$ cat config.mk
export PLATFORM = sky130hd
export DESIGN_NAME = pipe_fetch_unit_flat
export DESIGN_NICKNAME = d
export VERILOG_FILES = /design/src/rtl/pipe_fetch_unit_if.sv /design/src/rtl/pipe_fetch_unit.sv /design/src/flat_wrapper.sv
export SDC_FILE = /design/constraint.sdc
export NUM_CORES = 1
export LEC_CHECK = 0
export ABC_AREA = 0
export BUFFER_PORTS_ARGS = -buffer_cell sky130_fd_sc_hd__buf_4
export CAP_MARGIN = 20
export CELL_PAD_IN_SITES_DETAIL_PLACEMENT = 2
export CELL_PAD_IN_SITES_GLOBAL_PLACEMENT = 2
export CORE_UTILIZATION = 30
export CTS_BUF_LIST = sky130_fd_sc_hd__clkbuf_8
export DETAILED_ROUTE_END_ITERATION = 8
export PLACE_DENSITY_LB_ADDON = 0.12
export SYNTH_ARGS = -nofsm -noshare
export SYNTH_HDL_FRONTEND = slang
export SYNTH_SLANG_ARGS = --single-unit
$ cat constraint.sdc
create_clock -name clock -period 2.89 [get_ports clock]
set_input_delay 0.867 -clock clock [delete_from_list [all_inputs] [get_ports clock]]
set_output_delay 0.867 -clock clock [all_outputs]
set_load 0.05 [all_outputs]
$ cat src/rtl/pipe_fetch_unit_if.sv
// Instruction-memory fetch port between the IF stage (master) and memory (slave).
// Ready-handshaked: a fetch completes on any cycle with imem_req and imem_ready both high.
interface pipe_fetch_unit_if;
    logic        imem_req;
    logic [31:0] imem_addr;
    logic        imem_ready;
    logic [31:0] imem_rdata;

    modport master (
        output imem_req,
        output imem_addr,
        input  imem_ready,
        input  imem_rdata
    );

    modport slave (
        input  imem_req,
        input  imem_addr,
        output imem_ready,
        output imem_rdata
    );
endinterface

$ cat src/rtl/pipe_fetch_unit.sv
// IF stage: owns the PC and the IF/ID register, fetches over a ready-handshaked port,
// and applies ID redirects with single-delay-slot semantics.
//
//   state | meaning
//   ------+---------------------------------------------------------------
//   FETCH | request outstanding at pc; result goes to IF/ID unless ID stalls
//   HOLD  | fetched word parked in ibuf while ID stalls; no request issued
module pipe_fetch_unit #(
    parameter logic [31:0] RESET_PC = 32'h0000_0000
) (
    input  logic               clock,
    input  logic               reset,
    input  logic [31:0]        bpc,
    input  logic [31:0]        rpc,
    input  logic [31:0]        jpc,
    input  logic [1:0]         pcsource,
    input  logic               wpcir,
    pipe_fetch_unit_if.master  imem,
    output logic [31:0]        pc,
    output logic [31:0]        inst,
    output logic [31:0]        dpc4,
    output logic               dvalid
);

    typedef enum logic {
        FETCH = 1'b0,
        HOLD  = 1'b1
    } state_t;

    state_t      state_q, state_d;
    logic [31:0] pc_q, pc_d;
    logic [31:0] inst_q, inst_d;
    logic [31:0] dpc4_q, dpc4_d;
    logic        dvalid_q, dvalid_d;
    logic [31:0] ibuf_q, ibuf_d;
    logic [31:0] pend_pc_q, pend_pc_d;
    logic        pend_valid_q, pend_valid_d;

    logic        imem_req_c;
    logic        f_done;
    logic        id_hold;
    logic        d_fire;
    logic        redir;
    logic        pc_load;
    logic [31:0] tgt;
    logic [31:0] pc_plus4;
    logic [31:0] npc;

    assign imem.imem_req  = imem_req_c;
    assign imem.imem_addr = pc_q;
    assign pc             = pc_q;
    assign inst           = inst_q;
    assign dpc4           = dpc4_q;
    assign dvalid         = dvalid_q;

    always_comb begin
        state_d      = state_q;
        pc_d         = pc_q;
        inst_d       = inst_q;
        dpc4_d       = dpc4_q;
        dvalid_d     = dvalid_q;
        ibuf_d       = ibuf_q;
        pend_pc_d    = pend_pc_q;
        pend_valid_d = pend_valid_q;
        pc_load      = 1'b0;

        imem_req_c = (state_q == FETCH) && !reset;
        f_done     = imem_req_c && imem.imem_ready;
        id_hold    = dvalid_q && wpcir;
        d_fire     = dvalid_q && !wpcir;
        // A redirect arriving while one is already pending cannot be legal; drop it.
        redir      = d_fire && (pcsource != 2'b00) && !pend_valid_q;

        case (pcsource)
            2'b01:   tgt = bpc;
            2'b10:   tgt = rpc;
            2'b11:   tgt = jpc;
            default: tgt = pc_q + 32'd4;
        endcase

        pc_plus4 = pc_q + 32'd4;
        if (redir)
            npc = tgt;
        else if (pend_valid_q)
            npc = pend_pc_q;
        else
            npc = pc_plus4;

        case (state_q)
            FETCH: begin
                if (f_done && !id_hold) begin
                    inst_d   = imem.imem_rdata;
                    dpc4_d   = pc_plus4;
                    dvalid_d = 1'b1;
                    pc_load  = 1'b1;
                end else if (f_done) begin
                    ibuf_d  = imem.imem_rdata;
                    state_d = HOLD;
                end else if (!id_hold) begin
                    // Bubble so the instruction just consumed by ID is not re-issued.
                    inst_d   = 32'h0000_0000;
                    dvalid_d = 1'b0;
                end
            end
            HOLD: begin
                if (!id_hold) begin
                    inst_d   = ibuf_q;
                    dpc4_d   = pc_plus4;
                    dvalid_d = 1'b1;
                    pc_load  = 1'b1;
                    state_d  = FETCH;
                end
            end
            default: state_d = FETCH;
        endcase

        // The fetch at pc is the delay slot; a redirect seen before it completes waits here.
        if (pc_load) begin
            pc_d         = npc;
            pend_valid_d = 1'b0;
        end else if (redir) begin
            pend_pc_d    = tgt;
            pend_valid_d = 1'b1;
        end
    end

    always_ff @(posedge clock) begin
        if (reset) begin
            state_q      <= FETCH;
            pc_q         <= RESET_PC;
            inst_q       <= 32'h0000_0000;
            dpc4_q       <= 32'h0000_0000;
            dvalid_q     <= 1'b0;
            ibuf_q       <= 32'h0000_0000;
            pend_pc_q    <= 32'h0000_0000;
            pend_valid_q <= 1'b0;
        end else begin
            state_q      <= state_d;
            pc_q         <= pc_d;
            inst_q       <= inst_d;
            dpc4_q       <= dpc4_d;
            dvalid_q     <= dvalid_d;
            ibuf_q       <= ibuf_d;
            pend_pc_q    <= pend_pc_d;
            pend_valid_q <= pend_valid_d;
        end
    end

endmodule

$ cat src/flat_wrapper.sv
// flat-port wrapper written by rule: the top's interface ports become plain ports
module pipe_fetch_unit_flat 
#(
    parameter logic [31:0] RESET_PC = 32'h0000_0000
)
  (clock, reset, bpc, rpc, jpc, pcsource, wpcir, pc, inst, dpc4, dvalid, imem_imem_req, imem_imem_addr, imem_imem_ready, imem_imem_rdata);
  pipe_fetch_unit_if imem_i ();
  input  logic clock;
  input  logic reset;
  input  logic [31:0] bpc;
  input  logic [31:0] rpc;
  input  logic [31:0] jpc;
  input  logic [1:0] pcsource;
  input  logic wpcir;
  output logic [31:0] pc;
  output logic [31:0] inst;
  output logic [31:0] dpc4;
  output logic dvalid;
  output wire logic [$bits(imem_i.imem_req)-1:0] imem_imem_req;
  output wire logic [$bits(imem_i.imem_addr)-1:0] imem_imem_addr;
  input wire logic [$bits(imem_i.imem_ready)-1:0] imem_imem_ready;
  input wire logic [$bits(imem_i.imem_rdata)-1:0] imem_imem_rdata;
  assign imem_imem_req = imem_i.imem_req;
  assign imem_imem_addr = imem_i.imem_addr;
  assign imem_i.imem_ready = imem_imem_ready;
  assign imem_i.imem_rdata = imem_imem_rdata;
  pipe_fetch_unit #(.RESET_PC(RESET_PC)) u_core (.clock(clock), .reset(reset), .bpc(bpc), .rpc(rpc), .jpc(jpc), .pcsource(pcsource), .wpcir(wpcir), .imem(imem_i), .pc(pc), .inst(inst), .dpc4(dpc4), .dvalid(dvalid));
endmodule
==> impl_table.tex, run 1 <==
\begin{tabular}{lr}
\hline
Metric & Value \\
\hline
\multicolumn{2}{l}{\textbf{Critical path}} \\
Crit-path most repeated cell & buf\_4 \\
Ordered list of cells on the worst path & ha\_1 -> nand4\_2 -> buf\_4 -> nor4\_1 -> buf\_4 -> a31oi\_1 -> o31ai\_1 -> a221oi\_1 \\
Top fanout value on the critical path & 7 \\
Worst setup EP type & flop \\
Kind of critical path & flop to flop \\
Cell type of the slowest stage on the worst timing path & dfxtp\_1 \\
Bufs and invs on worst path & 2 \\
Worst Path Arrival & between 2 and 3 ns \\
Worst setup SP type & flop \\
Largest delay share family, worst path & simple AND/OR/NAND/NOR gates \\
Worst EP required & roughly 3.2 ns \\
Worst path max stage delay & 0.50 ns \\
\multicolumn{2}{l}{\textbf{Timing}} \\
Maximum achievable frequency & 403.0 MHz \\
Remaining max-slew budget at the tightest pin & 0.2873 \\
Hold Slack & about 0.47 ns \\
Worst-Margin Slew & between 1 and 1.5 ns \\
Final setup violating endpoints & 0 \\
Setup repair after global routing missed its margin & no \\
Post-layout minimum cycle time & 2.482 ns \\
Ratio of final minimum period to clock period & 0.8587 \\
Count of final hold-check violations & 0 \\
Count of final max-slew check failures & 0 \\
Worst path setup slack after routing & 0.4085 ns \\
Total negative slack & 0 ns \\
Worst clock skew & 0.02841 ns \\
\multicolumn{2}{l}{\textbf{Detailed routing}} \\
Via count & around 8.8k \\
Wire length on met1 & 15810 um \\
Routed length on met2 & roughly 16000 um \\
Initial DRC count & 504 \\
Detail Route Antenna Nets & 0 \\
Routed Wire Length & between 30000 and 40000 um \\
Met3 WL & between 1500 and 2000 um \\
Routed WL per cell & about 21 um \\
DRC violations left & 0 \\
Drt via density & $\sim$5.5 \\
Pre-antenna DRT Iters & 5 \\
Top Metal Used & met4 \\
\multicolumn{2}{l}{\textbf{CTS}} \\
CTS Root Buffer Type & clkbuf\_8 \\
Clock tree from TritonCTS & yes \\
Post-CTS sizing & 0 \\
CTS H-tree lvls & 4 \\
Clock sink count & approximately 160 \\
Clock transition at the registers of the reported paths & roughly 0.10 ns \\
Cts bufs inserted & 17 \\
Clk\_lat worst skew & roughly 0.48 ns \\
Number of buffers inserted by hold repair at cts & 0 \\
Setup repair bufs after CTS & 0 \\
Largest buffer count on any clock path & 2 \\
\multicolumn{2}{l}{\textbf{Global route}} \\
Maximum number of pins on one net before global-route repair & 90 \\
Global-route wire length before repair & 52650 um \\
Remaining Overflow, GRT & 0 \\
Global-route total usage across every layer & 0.2397 \\
Number of global-route vias before repair & between 9k and 10k \\
Number of antenna violations at the first check in global routing & 1 \\
\multicolumn{2}{l}{\textbf{Floorplanning}} \\
Core Region & 27030 um\^{}2 \\
Initial core utilization & 0.3064 \\
X dimension of the die & 168.1 um \\
Row Count & 60 \\
Die Y & about 170 um \\
Die Footprint & 28270 um\^{}2 \\
IO Count & $\sim$260 \\
\multicolumn{2}{l}{\textbf{Place}} \\
Weighted congestion at the end of routability-driven global placement & about 0.78 \\
Placed wire-length estimate & about 25000 um \\
Worst setup slack before clock tree synthesis & between 0.15 and 0.2 ns \\
Post-placement cell count & about 1.6k \\
Post-placement cell area & 10590 um\^{}2 \\
Number of buffers inserted by port buffering & roughly 260 \\
\multicolumn{2}{l}{\textbf{Yosys}} \\
Yosys warning total & 0 \\
Mapped cell area & around 8300 um\^{}2 \\
Net count after synthesis & 1153 \\
Number of flops mapped to enable cells by yosys & 0 \\
Instance count of the mapped netlist & 1018 \\
Number of synthesized register bits & roughly 160 \\
Number of library cell types mapped by synthesis & between 70 and 80 \\
Sequential area share after synthesis & 0.3941 \\
Share of flip-flops with an asynchronous set or reset after synthesis & 0 \\
Share of the synthesized area in the top cell type & 0.3941 \\
Avg Cell Area, Syn & about 8 um\^{}2 \\
Predominant post-synthesis flop cell & dfxtp\_1 \\
Leading post-synthesis cells by cell area & dfxtp\_1 39\%, nand2\_1 6.2\%, a21oi\_1 5.7\% \\
Largest area contributor in the synthesized netlist & dfxtp\_1 \\
\multicolumn{2}{l}{\textbf{Pwr}} \\
Pwr/cell area & 531.7 nW/um\^{}2 \\
Final Power & 5.859 mW \\
Leakage dissipation & 4.521 nW \\
Peak supply drop & around 0.20 mV \\
\multicolumn{2}{l}{\textbf{Cells and area}} \\
Final design utilization & 0.4077 \\
Final nets & around 1.4k \\
Area delta synth->final & 33.08\% \\
Share of final-layout standard cells stronger than drive strength 1 & 0.3125 \\
Finished Layout Cells & about 1.6k \\
Post-route design area & between 10000 and 15000 um\^{}2 \\
\multicolumn{2}{l}{\textbf{Status}} \\
Result of the run & finished clean \\
\multicolumn{2}{l}{\textbf{Run}} \\
Max\_cap viols & 0 \\
\multicolumn{2}{l}{\textbf{Hold path}} \\
Worst hold path class & flop to flop \\
\hline
\end{tabular}
==> synthesized netlist by cell type (all sizes together), types with 3 or more instances <==
library cell,number
o21a,4
a222oi,32
a32o,3
or3,5
nand2,137
o211ai,8
mux2i,15
a21oi,94
nor4,13
nor3,66
a221o,7
a221oi,9
a211o,7
clkbuf,66
a2bb2oi,3
and4,4
inv,8
o21ai,43
mux2,12
mux4,5
nand4,11
or4,3
a211oi,28
nand3,16
o22ai,3
and3,12
buf,62
xor2,6
dfxtp,163
nand2b,4
nor2b,5
nor3b,5
a31oi,3
a22oi,4
and2,3
nor2,96
a22o,7
xnor2,18
==> area by class of cell <==
cell class	count	area, um^2
Clock buffer	17	234.0
Inverter	8	30.03
Tap cell	341	426.7
Antenna cell	1	2.502
Fill cell	3083	16010
Timing Repair Buffer	327	2505
Sequential cell	163	3263
Clock inverter	14	192.7
Multi-Input combinational cell	719	4365
==> cell usage in the layout (no fill, tap or decap), types with 5 or more instances in the layout <==
master / netlist / routed
a211o_1: 7 / 7
a211oi_1: 27 / 27
a21oi_1: 94 / 94
a221o_1: 7 / 7
a221oi_1: 9 / 9
a222oi_1: 32 / 32
a22o_1: 7 / 7
and3_1: 12 / 12
buf_4: 35 / 323
clkbuf_8: 0 / 17
dfxtp_1: 163 / 163
inv_1: 8 / 8
inv_6: 0 / 6
mux2_2: 12 / 12
mux2i_1: 15 / 15
mux4_2: 5 / 5
nand2_1: 137 / 137
nand3_1: 15 / 15
nand4_1: 10 / 10
nor2_1: 96 / 95
nor2b_1: 5 / 5
nor3_1: 65 / 65
nor4_1: 9 / 9
o211ai_1: 8 / 8
o21ai_0: 39 / 39
or3_1: 5 / 5
xnor2_1: 18 / 18
xor2_1: 6 / 6
==> metal layers <==
layer / up-vias / GRT usage
li1: 4128 / -
met1: 4400 / 0.3243
met2: 242 / 0.3879
met3: 34 / 0.04490
met4: 0 / 0.06957
met5: - / 0
==> flip-flops by register name, indices dropped and copies added (netlist names) <==
name and count:
u_core.imem.imem_addr 32, u_core.dpc4 32, u_core.ibuf_q 32, u_core.pend_valid_q 1, u_core.pend_pc_q 32, u_core.state_q 1
u_core.dvalid 1, u_core.inst 32
==> cells by family after synthesis <==
logic type | share of synthesized area
AOI/OAI and AO/OA | 0.2303
xor gates and xnor gates | 0.02539
adders and majority gates | 0.001511
buffers and inverters | 0.08054
DFF | 0.3941
muxes | 0.04805
and+or+nand+nor | 0.2202
==> worst register-to-register path, delay by kind of cell (launching register included) <==
| family | cells | cell delay [ns] |
|---|---|---|
| buf+inv | 2 | 0.45 |
| simple gates | 2 | 0.57 |
| fa+ha+maj | 1 | 0.34 |
| compound gates | 3 | 0.48 |
| flops | 1 | 0.50 |
==> power by group <==
group	internal (mW)	total [mW]	switching (mW)
clock	0.882	1.88	1.00
combinational	0.535	1.50	0.970
sequential	2.36	2.47	0.110
==> worst paths after layout <==
path	start	endpoint	slack (ns)	cells past startpoint
setup / recovery	u_core.imem.imem_addr[3]	u_core.imem.imem_addr[24]	0.41	8
hold / removal	u_core.pend_pc_q[3]	u_core.pend_pc_q[3]	0.47	2
setup reg to reg	u_core.imem.imem_addr[3]	u_core.imem.imem_addr[24]	0.41	8
hold reg to reg	u_core.pend_pc_q[3]	u_core.pend_pc_q[3]	0.47	2
(Power assumes the default switching activity.)
==> inputs of run 2 (changes only) <==
==> constraint.sdc (replaced) <==
create_clock -name clock -period 2.4 [get_ports clock]
set_input_delay 0.72 -clock clock [delete_from_list [all_inputs] [get_ports clock]]
set_output_delay 0.72 -clock clock [all_outputs]
set_load 0.05 [all_outputs]
==> run 2 against run 1 <==
  * First-iteration DRC count rose by 19%
  * Cell count increased by 2.3%
  * Clock power is 15% higher
  * Register-to-register slack lost 0.28 ns
  * Clock skew down 0.0033 ns
  * Flip-flop and latch count unchanged
  * Worst hold slack worse by 0.0020 ns
  * Critical path type unchanged
==> impl_table.tex, run 2 (same netlist as run 1, synthesis figures left out) <==
\begin{tabular}{lr}
\hline
Metric & Value \\
\hline
\multicolumn{2}{l}{\textbf{Cells and area}} \\
Antenna diode count & 0 (was 1) \\
Most common cell after layout, fill and taps aside & buf\_4 (unchanged) \\
Share of final-layout standard cells stronger than drive strength 1 & 0.3359 (was 0.3125) \\
Highest-count cells in the layout ignoring fill and taps & 356 x buf\_4, 161 x dfxtp\_1, 137 x nand2\_1 (was 323 x buf\_4, 163 x dfxtp\_1, 137 x nand2\_1) \\
Area delta synth->final & 37.17\% (was 33.08\%) \\
Final nets & 1408 (was 1371) \\
\multicolumn{2}{l}{\textbf{CTS}} \\
Clock tree from TritonCTS & yes (unchanged) \\
Cts bufs inserted & 17 (unchanged) \\
Largest buffer count on any clock path & 2 (unchanged) \\
Clock sink count & 163 (unchanged) \\
CTS Root Buffer Type & clkbuf\_8 (unchanged) \\
Clk\_lat worst skew & 0.47 ns (was 0.48 ns) \\
Clock transition at the registers of the reported paths & 0.11 ns (was 0.10 ns) \\
CTS H-tree lvls & 4 (unchanged) \\
\multicolumn{2}{l}{\textbf{Timing}} \\
Count of final hold-check violations & 0 (unchanged) \\
Worst-Margin Slew & 0.6640 ns (was 1.069 ns) \\
Post-layout minimum cycle time & 2.270 ns (was 2.482 ns) \\
Maximum achievable frequency & 440.6 MHz (was 403.0 MHz) \\
Remaining max-slew budget at the tightest pin & 0.5573 (was 0.2873) \\
Count of final max-slew check failures & 0 (unchanged) \\
Ratio of final minimum period to clock period & 0.9458 (was 0.8587) \\
Final setup violating endpoints & 0 (unchanged) \\
Worst clock skew & 0.02506 ns (was 0.02841 ns) \\
Total negative slack & 0 ns (unchanged) \\
Setup repair after global routing missed its margin & no (unchanged) \\
\multicolumn{2}{l}{\textbf{Run}} \\
Max\_cap viols & 0 (unchanged) \\
\multicolumn{2}{l}{\textbf{Critical path}} \\
Ordered list of cells on the worst path & ha\_1 -> nand4\_2 -> buf\_4 -> nor3\_1 -> nor3b\_1 -> o21ai\_0 -> a21oi\_1 (was ha\_1 -> nand4\_2 -> buf\_4 -> nor4\_1 -> buf\_4 -> a31oi\_1 -> o31ai\_1 -> a221oi\_1) \\
Worst Path Arrival & 2.66 ns (was 2.81 ns) \\
Kind of critical path & flop to flop (unchanged) \\
Worst setup SP type & flop (unchanged) \\
Worst path max stage delay & 0.42 ns (was 0.50 ns) \\
Largest delay share family, worst path & simple AND/OR/NAND/NOR gates (unchanged) \\
Cell type of the slowest stage on the worst timing path & dfxtp\_2 (was dfxtp\_1) \\
Bufs and invs on worst path & 1 (was 2) \\
Worst EP required & 2.79 ns (was 3.22 ns) \\
Top fanout value on the critical path & 7 (unchanged) \\
Worst setup EP type & flop (unchanged) \\
\multicolumn{2}{l}{\textbf{Place}} \\
Placed wire-length estimate & 25720 um (was 24700 um) \\
Weighted congestion at the end of routability-driven global placement & 0.7907 (was 0.7809) \\
Number of buffers inserted by port buffering & 263 (unchanged) \\
\multicolumn{2}{l}{\textbf{Global route}} \\
Number of antenna violations at the first check in global routing & 1 (unchanged) \\
Global-route wire length before repair & 53900 um (was 52650 um) \\
Maximum number of pins on one net before global-route repair & 86 (was 90) \\
Global-route total usage across every layer & 0.2442 (was 0.2397) \\
Remaining Overflow, GRT & 0 (unchanged) \\
Number of global-route vias before repair & 9255 (was 9209) \\
\multicolumn{2}{l}{\textbf{Pwr}} \\
Peak supply drop & 0.2493 mV (was 0.2002 mV) \\
Pwr/cell area & 617.1 nW/um\^{}2 (was 531.7 nW/um\^{}2) \\
Final Power & 7.009 mW (was 5.859 mW) \\
Leakage dissipation & 4.715 nW (was 4.521 nW) \\
\multicolumn{2}{l}{\textbf{Floorplanning}} \\
IO Count & 264 (unchanged) \\
Core Region & 27030 um\^{}2 (unchanged) \\
X dimension of the die & 168.1 um (unchanged) \\
Die Y & 168.1 um (unchanged) \\
Die Footprint & 28270 um\^{}2 (unchanged) \\
Row Count & 60 (unchanged) \\
Initial core utilization & 0.3064 (unchanged) \\
\multicolumn{2}{l}{\textbf{Detailed routing}} \\
Detail Route Antenna Nets & 0 (unchanged) \\
DRC violations left & 0 (unchanged) \\
Via count & 8937 (was 8804) \\
Initial DRC count & 602 (was 504) \\
Pre-antenna DRT Iters & 7 (was 5) \\
Routed Wire Length & 34590 um (was 33960 um) \\
Drt via density & 5.493 (was 5.537) \\
Routed WL per cell & 21.26 um (was 21.36 um) \\
\multicolumn{2}{l}{\textbf{Hold path}} \\
Worst hold path class & flop to flop (unchanged) \\
\multicolumn{2}{l}{\textbf{Status}} \\
Result of the run & finished clean (unchanged) \\
\hline
\end{tabular}
[run 2: cell types whose count changed in the layout (fill, tap and decap cells not counted), sizes merged]
cell,previous run,this run
bufinv,3,1
buf,327,364
diode,1,0
clkinvlp,0,3
[run 2: final timing paths]
| check | from | to | slack [ns] | cells past startpoint |
|---|---|---|---|---|
| max | u_core.imem.imem_addr[3] | u_core.imem.imem_addr[14] | 0.13 | 7 |
| min | u_core.dpc4[3] | u_core.dpc4[3] | 0.46 | 2 |
| max reg2reg | u_core.imem.imem_addr[3] | u_core.imem.imem_addr[14] | 0.13 | 7 |
| min reg2reg | u_core.dpc4[3] | u_core.dpc4[3] | 0.46 | 2 |
[run 2: layout make-up]
class | instances | area, um^2
Fill cell | 3060 | 15670
Multi-Input combinational cell | 719 | 4380
Sequential cell | 163 | 3266
Timing Repair Buffer | 364 | 2833
Tap cell | 341 | 426.7
Clock buffer | 17 | 234.0
Clock inverter | 15 | 188.9
Inverter | 8 | 30.03
[run 2: layer usage]
metal | part of all wire | track usage | routed length, um | vias to the layer above
met5 | 0.00049 | 0 | 17 | -
met2 | 0.47 | 0.4034 | 16180 | 247
li1 | - | - | - | 4189
met3 | 0.049 | 0.04913 | 1709 | 27
met1 | 0.47 | 0.3305 | 16220 | 4472
met4 | 0.013 | 0.04743 | 455 | 2
[run 2: where the power goes]
part / internal, mW / switching (mW)
Clock: 0.894 / 1.26
Combinational: 0.687 / 1.19
Sequential: 2.85 / 0.128
[run 2: what timing repair did]
item / in CTS / in global routing
hold buffers: 0 / 0
gates resized for setup: 0 / 2
buffers inserted: 0 / 1
setup endpoints to repair: 0 / 5
[run 2: worst reg2reg max path: stages (launching register included)]
cell     delay, ns
dfxtp_2       0.42
ha_1          0.22
nand4_2       0.23
buf_4         0.25
nor3_1        0.40
nor3b_1       0.40
o21ai_0       0.13
a21oi_1       0.15
[run 2: per-stage QoR]
step,worst slack (ns),hold slack (ns),util,cells,instance area [um^2]
after floorplan,0.002032,0.4273,-,1018,8290
after CTS,0.1306,0.4567,0.4196,1626,11340
after global routing,0.01504,0.4622,0.4203,1627,11360
after detailed placement,-0.08986,0.4519,0.4040,1594,10920
after global placement,-0.004749,0.4403,0.4040,1594,10920
final,0.1301,0.4636,0.4203,1627,11360
==> inputs of run 3 (changes only) <==
--- a/config.mk
+++ b/config.mk
@@ -12,8 +12,10 @@
 export CELL_PAD_IN_SITES_GLOBAL_PLACEMENT = 2
 export CORE_UTILIZATION = 30
 export CTS_BUF_LIST = sky130_fd_sc_hd__clkbuf_8
+export CTS_CLUSTER_DIAMETER = 40
 export DETAILED_ROUTE_END_ITERATION = 8
 export PLACE_DENSITY_LB_ADDON = 0.12
+export REMOVE_ABC_BUFFERS = 1
 export SYNTH_ARGS = -nofsm -noshare
 export SYNTH_HDL_FRONTEND = slang
 export SYNTH_SLANG_ARGS = --single-unit
==> run 3 against run 2 <==
  * Sequential share of layout area is 0.073 points higher
  * Non-clock buffer count is 7 lower
  * Final area is 0.25% lower
  * Critical endpoint is now u_core.imem.imem_addr[24]
  * Largest cell class unchanged
  * Worst hold slack worse by 0.00079 ns
  * Register-to-register slack better by 0.04 ns
  * Highest routed layer unchanged
  * Power is 2.9% higher
==> impl_table.tex, run 3 (same netlist as run 1, synthesis figures left out) <==
\begin{tabular}{lr}
\hline
Metric & Value \\
\hline
\multicolumn{2}{l}{\textbf{Floorplanning}} \\
X dimension of the die & 168.1 um (unchanged) \\
Die Footprint & 28270 um\^{}2 (unchanged) \\
Initial core utilization & 0.3064 (unchanged) \\
Row Count & 60 (unchanged) \\
IO Count & 264 (unchanged) \\
Core Region & 27030 um\^{}2 (unchanged) \\
Die Y & 168.1 um (unchanged) \\
\multicolumn{2}{l}{\textbf{Critical path}} \\
Ordered list of cells on the worst path & ha\_1 -> nand4\_2 -> buf\_4 -> nor4\_1 -> buf\_4 -> a31oi\_1 -> o31ai\_1 -> a221oi\_2 (was ha\_1 -> nand4\_2 -> buf\_4 -> nor3\_1 -> nor3b\_1 -> o21ai\_0 -> a21oi\_1) \\
Worst setup EP type & flop (unchanged) \\
Worst Path Arrival & 2.56 ns (was 2.66 ns) \\
Worst setup SP type & flop (unchanged) \\
Crit-path most repeated cell & buf\_4 \\
Cell type of the slowest stage on the worst timing path & dfxtp\_1 (was dfxtp\_2) \\
Worst path max stage delay & 0.41 ns (was 0.42 ns) \\
Worst EP required & 2.73 ns (was 2.79 ns) \\
Top fanout value on the critical path & 4 (was 7) \\
Kind of critical path & flop to flop (unchanged) \\
\multicolumn{2}{l}{\textbf{Timing}} \\
Worst clock skew & 0.02406 ns (was 0.02506 ns) \\
Final setup violating endpoints & 0 (unchanged) \\
Worst-Margin Slew & 0.9363 ns (was 0.6640 ns) \\
Count of final max-slew check failures & 0 (unchanged) \\
Hold Slack & 0.4628 ns (was 0.4636 ns) \\
Count of final hold-check violations & 0 (unchanged) \\
Ratio of final minimum period to clock period & 0.9279 (was 0.9458) \\
Maximum achievable frequency & 449.1 MHz (was 440.6 MHz) \\
Post-layout minimum cycle time & 2.227 ns (was 2.270 ns) \\
Remaining max-slew budget at the tightest pin & 0.3758 (was 0.5573) \\
Setup repair after global routing missed its margin & no (unchanged) \\
Total negative slack & 0 ns (unchanged) \\
\multicolumn{2}{l}{\textbf{Pwr}} \\
Net switching share of the total power & 0.3494 (was 0.3684) \\
Proportion of power drawn by flip-flops and latches & 0.410 (was 0.424) \\
Part of the total power dissipated in the clock network & 0.330 (was 0.308) \\
Peak supply drop & 0.2934 mV (was 0.2493 mV) \\
Switching power of the nets & 2.521 mW (was 2.582 mW) \\
Combinational power share & 0.260 (was 0.268) \\
Leakage dissipation & 4.703 nW (was 4.715 nW) \\
Pwr/cell area & 636.8 nW/um\^{}2 (was 617.1 nW/um\^{}2) \\
Internal power & 4.694 mW (was 4.427 mW) \\
\multicolumn{2}{l}{\textbf{Place}} \\
Post-placement cell area & 10870 um\^{}2 (was 10920 um\^{}2) \\
Number of buffers inserted by port buffering & 263 (unchanged) \\
Weighted congestion at the end of routability-driven global placement & 0.8359 (was 0.7907) \\
Placed wire-length estimate & 25290 um (was 25720 um) \\
Post-placement cell count & 1588 (was 1594) \\
\multicolumn{2}{l}{\textbf{CTS}} \\
Largest buffer count on any clock path & 2 (unchanged) \\
Number of buffers inserted by hold repair at cts & 0 (unchanged) \\
Setup repair bufs after CTS & 0 (unchanged) \\
Clock sink count & 163 (unchanged) \\
CTS Root Buffer Type & clkbuf\_8 (unchanged) \\
Clk\_lat worst skew & 0.48 ns (was 0.47 ns) \\
CTS H-tree lvls & 4 (unchanged) \\
Clock tree from TritonCTS & yes (unchanged) \\
Cts bufs inserted & 17 (unchanged) \\
Clock transition at the registers of the reported paths & 0.10 ns (was 0.11 ns) \\
\multicolumn{2}{l}{\textbf{Cells and area}} \\
Final design utilization & 0.4192 (was 0.4203) \\
Fill count & 3068 (was 3060) \\
Highest-count cells in the layout ignoring fill and taps & 349 x buf\_4, 161 x dfxtp\_1, 137 x nand2\_1 (was 356 x buf\_4, 161 x dfxtp\_1, 137 x nand2\_1) \\
Finished Layout Cells & 1619 (was 1627) \\
Share of final-layout standard cells stronger than drive strength 1 & 0.3310 (was 0.3359) \\
Antenna diode count & 0 (unchanged) \\
Final nets & 1401 (was 1408) \\
Most common cell after layout, fill and taps aside & buf\_4 (unchanged) \\
Area delta synth->final & 36.82\% (was 37.17\%) \\
Post-route design area & 11330 um\^{}2 (was 11360 um\^{}2) \\
\multicolumn{2}{l}{\textbf{Global route}} \\
Maximum number of pins on one net before global-route repair & 83 (was 86) \\
Number of global-route vias before repair & 9402 (was 9255) \\
Global-route wire length before repair & 53900 um (unchanged) \\
Global-route total usage across every layer & 0.2454 (was 0.2442) \\
Remaining Overflow, GRT & 0 (unchanged) \\
Number of antenna violations at the first check in global routing & 1 (unchanged) \\
\multicolumn{2}{l}{\textbf{Run}} \\
Max\_cap viols & 0 (unchanged) \\
\multicolumn{2}{l}{\textbf{Detailed routing}} \\
Initial DRC count & 606 (was 602) \\
Via count & 8900 (was 8937) \\
Pre-antenna DRT Iters & 8 (was 7) \\
DRC violations left & 0 (unchanged) \\
Drt via density & 5.497 (was 5.493) \\
Routed WL per cell & 21.36 um (was 21.26 um) \\
Routed Wire Length & 34580 um (was 34590 um) \\
Detail Route Antenna Nets & 0 (unchanged) \\
\multicolumn{2}{l}{\textbf{Status}} \\
Result of the run & finished clean (unchanged) \\
\multicolumn{2}{l}{\textbf{Hold path}} \\
Worst hold path class & flop to flop (unchanged) \\
\hline
\end{tabular}
==> run 3: what timing repair did <==
item / 4_1_cts / 5_1_grt
gates resized for setup: 0 / 1
endpoints found under the setup margin: 0 / 1
endpoints found under the hold margin: 0 / 0
==> run 3: final cells by class <==
cell class | instances | area, um^2 | area share
multi-input cells | 719 | 4378 | 0.3864
inverters | 8 | 30.03 | 0.002650
repair buffers | 357 | 2780 | 0.2454
well taps | 341 | 426.7 | 0.03766
clock buffers | 17 | 234.0 | 0.02065
flip-flops and latches | 163 | 3266 | 0.2882
clock inverters | 14 | 215.2 | 0.01900
==> run 3: final timing paths <==
path         depth (start not counted)                startpoint                        end  slack (ns)
max                                  8  u_core.imem.imem_addr[2]  u_core.imem.imem_addr[24]        0.17
min                                  2         u_core.ibuf_q[25]          u_core.ibuf_q[25]        0.46
max reg2reg                          8  u_core.imem.imem_addr[2]  u_core.imem.imem_addr[24]        0.17
min reg2reg                          2         u_core.ibuf_q[25]          u_core.ibuf_q[25]        0.46
==> run 3: power groups by stage <==
stage          Clock (mW)  Sequential (mW)  Combinational (mW)
6_report             2.38             2.96                1.87
5_1_grt              2.57             2.98                1.98
4_1_cts              2.44             2.96                1.88
3_5_place_dp            0             3.02                1.87
3_3_place_gp            0             3.01                1.85
2_1_floorplan           0             3.54               0.476
==> run 3: worst max-delay path: cells and delay by family, from the launching register on <==
kind,cells,cell delay [ns]
compound gates,3,0.54
fa+ha+maj,1,0.21
buf+inv,2,0.43
flops,1,0.41
simple gates,2,0.51
==> run 3: layer usage <==
layer / global-route usage / routed length [um]
met2: 0.4114 / 16510
met1: 0.3291 / 15890
met4: 0.05336 / 442
met5: 0 / 17
met3: 0.04278 / 1724
==> run 3: metrics by stage <==
stage / power (mW) / setup slack (ns)
global route: 7.535 / 0.02551
global placement: 4.858 / 0.01253
floorplan: 4.021 / -2.432
CTS: 7.282 / 0.1471
finish: 7.215 / 0.1731
detailed placement: 4.894 / -0.04106
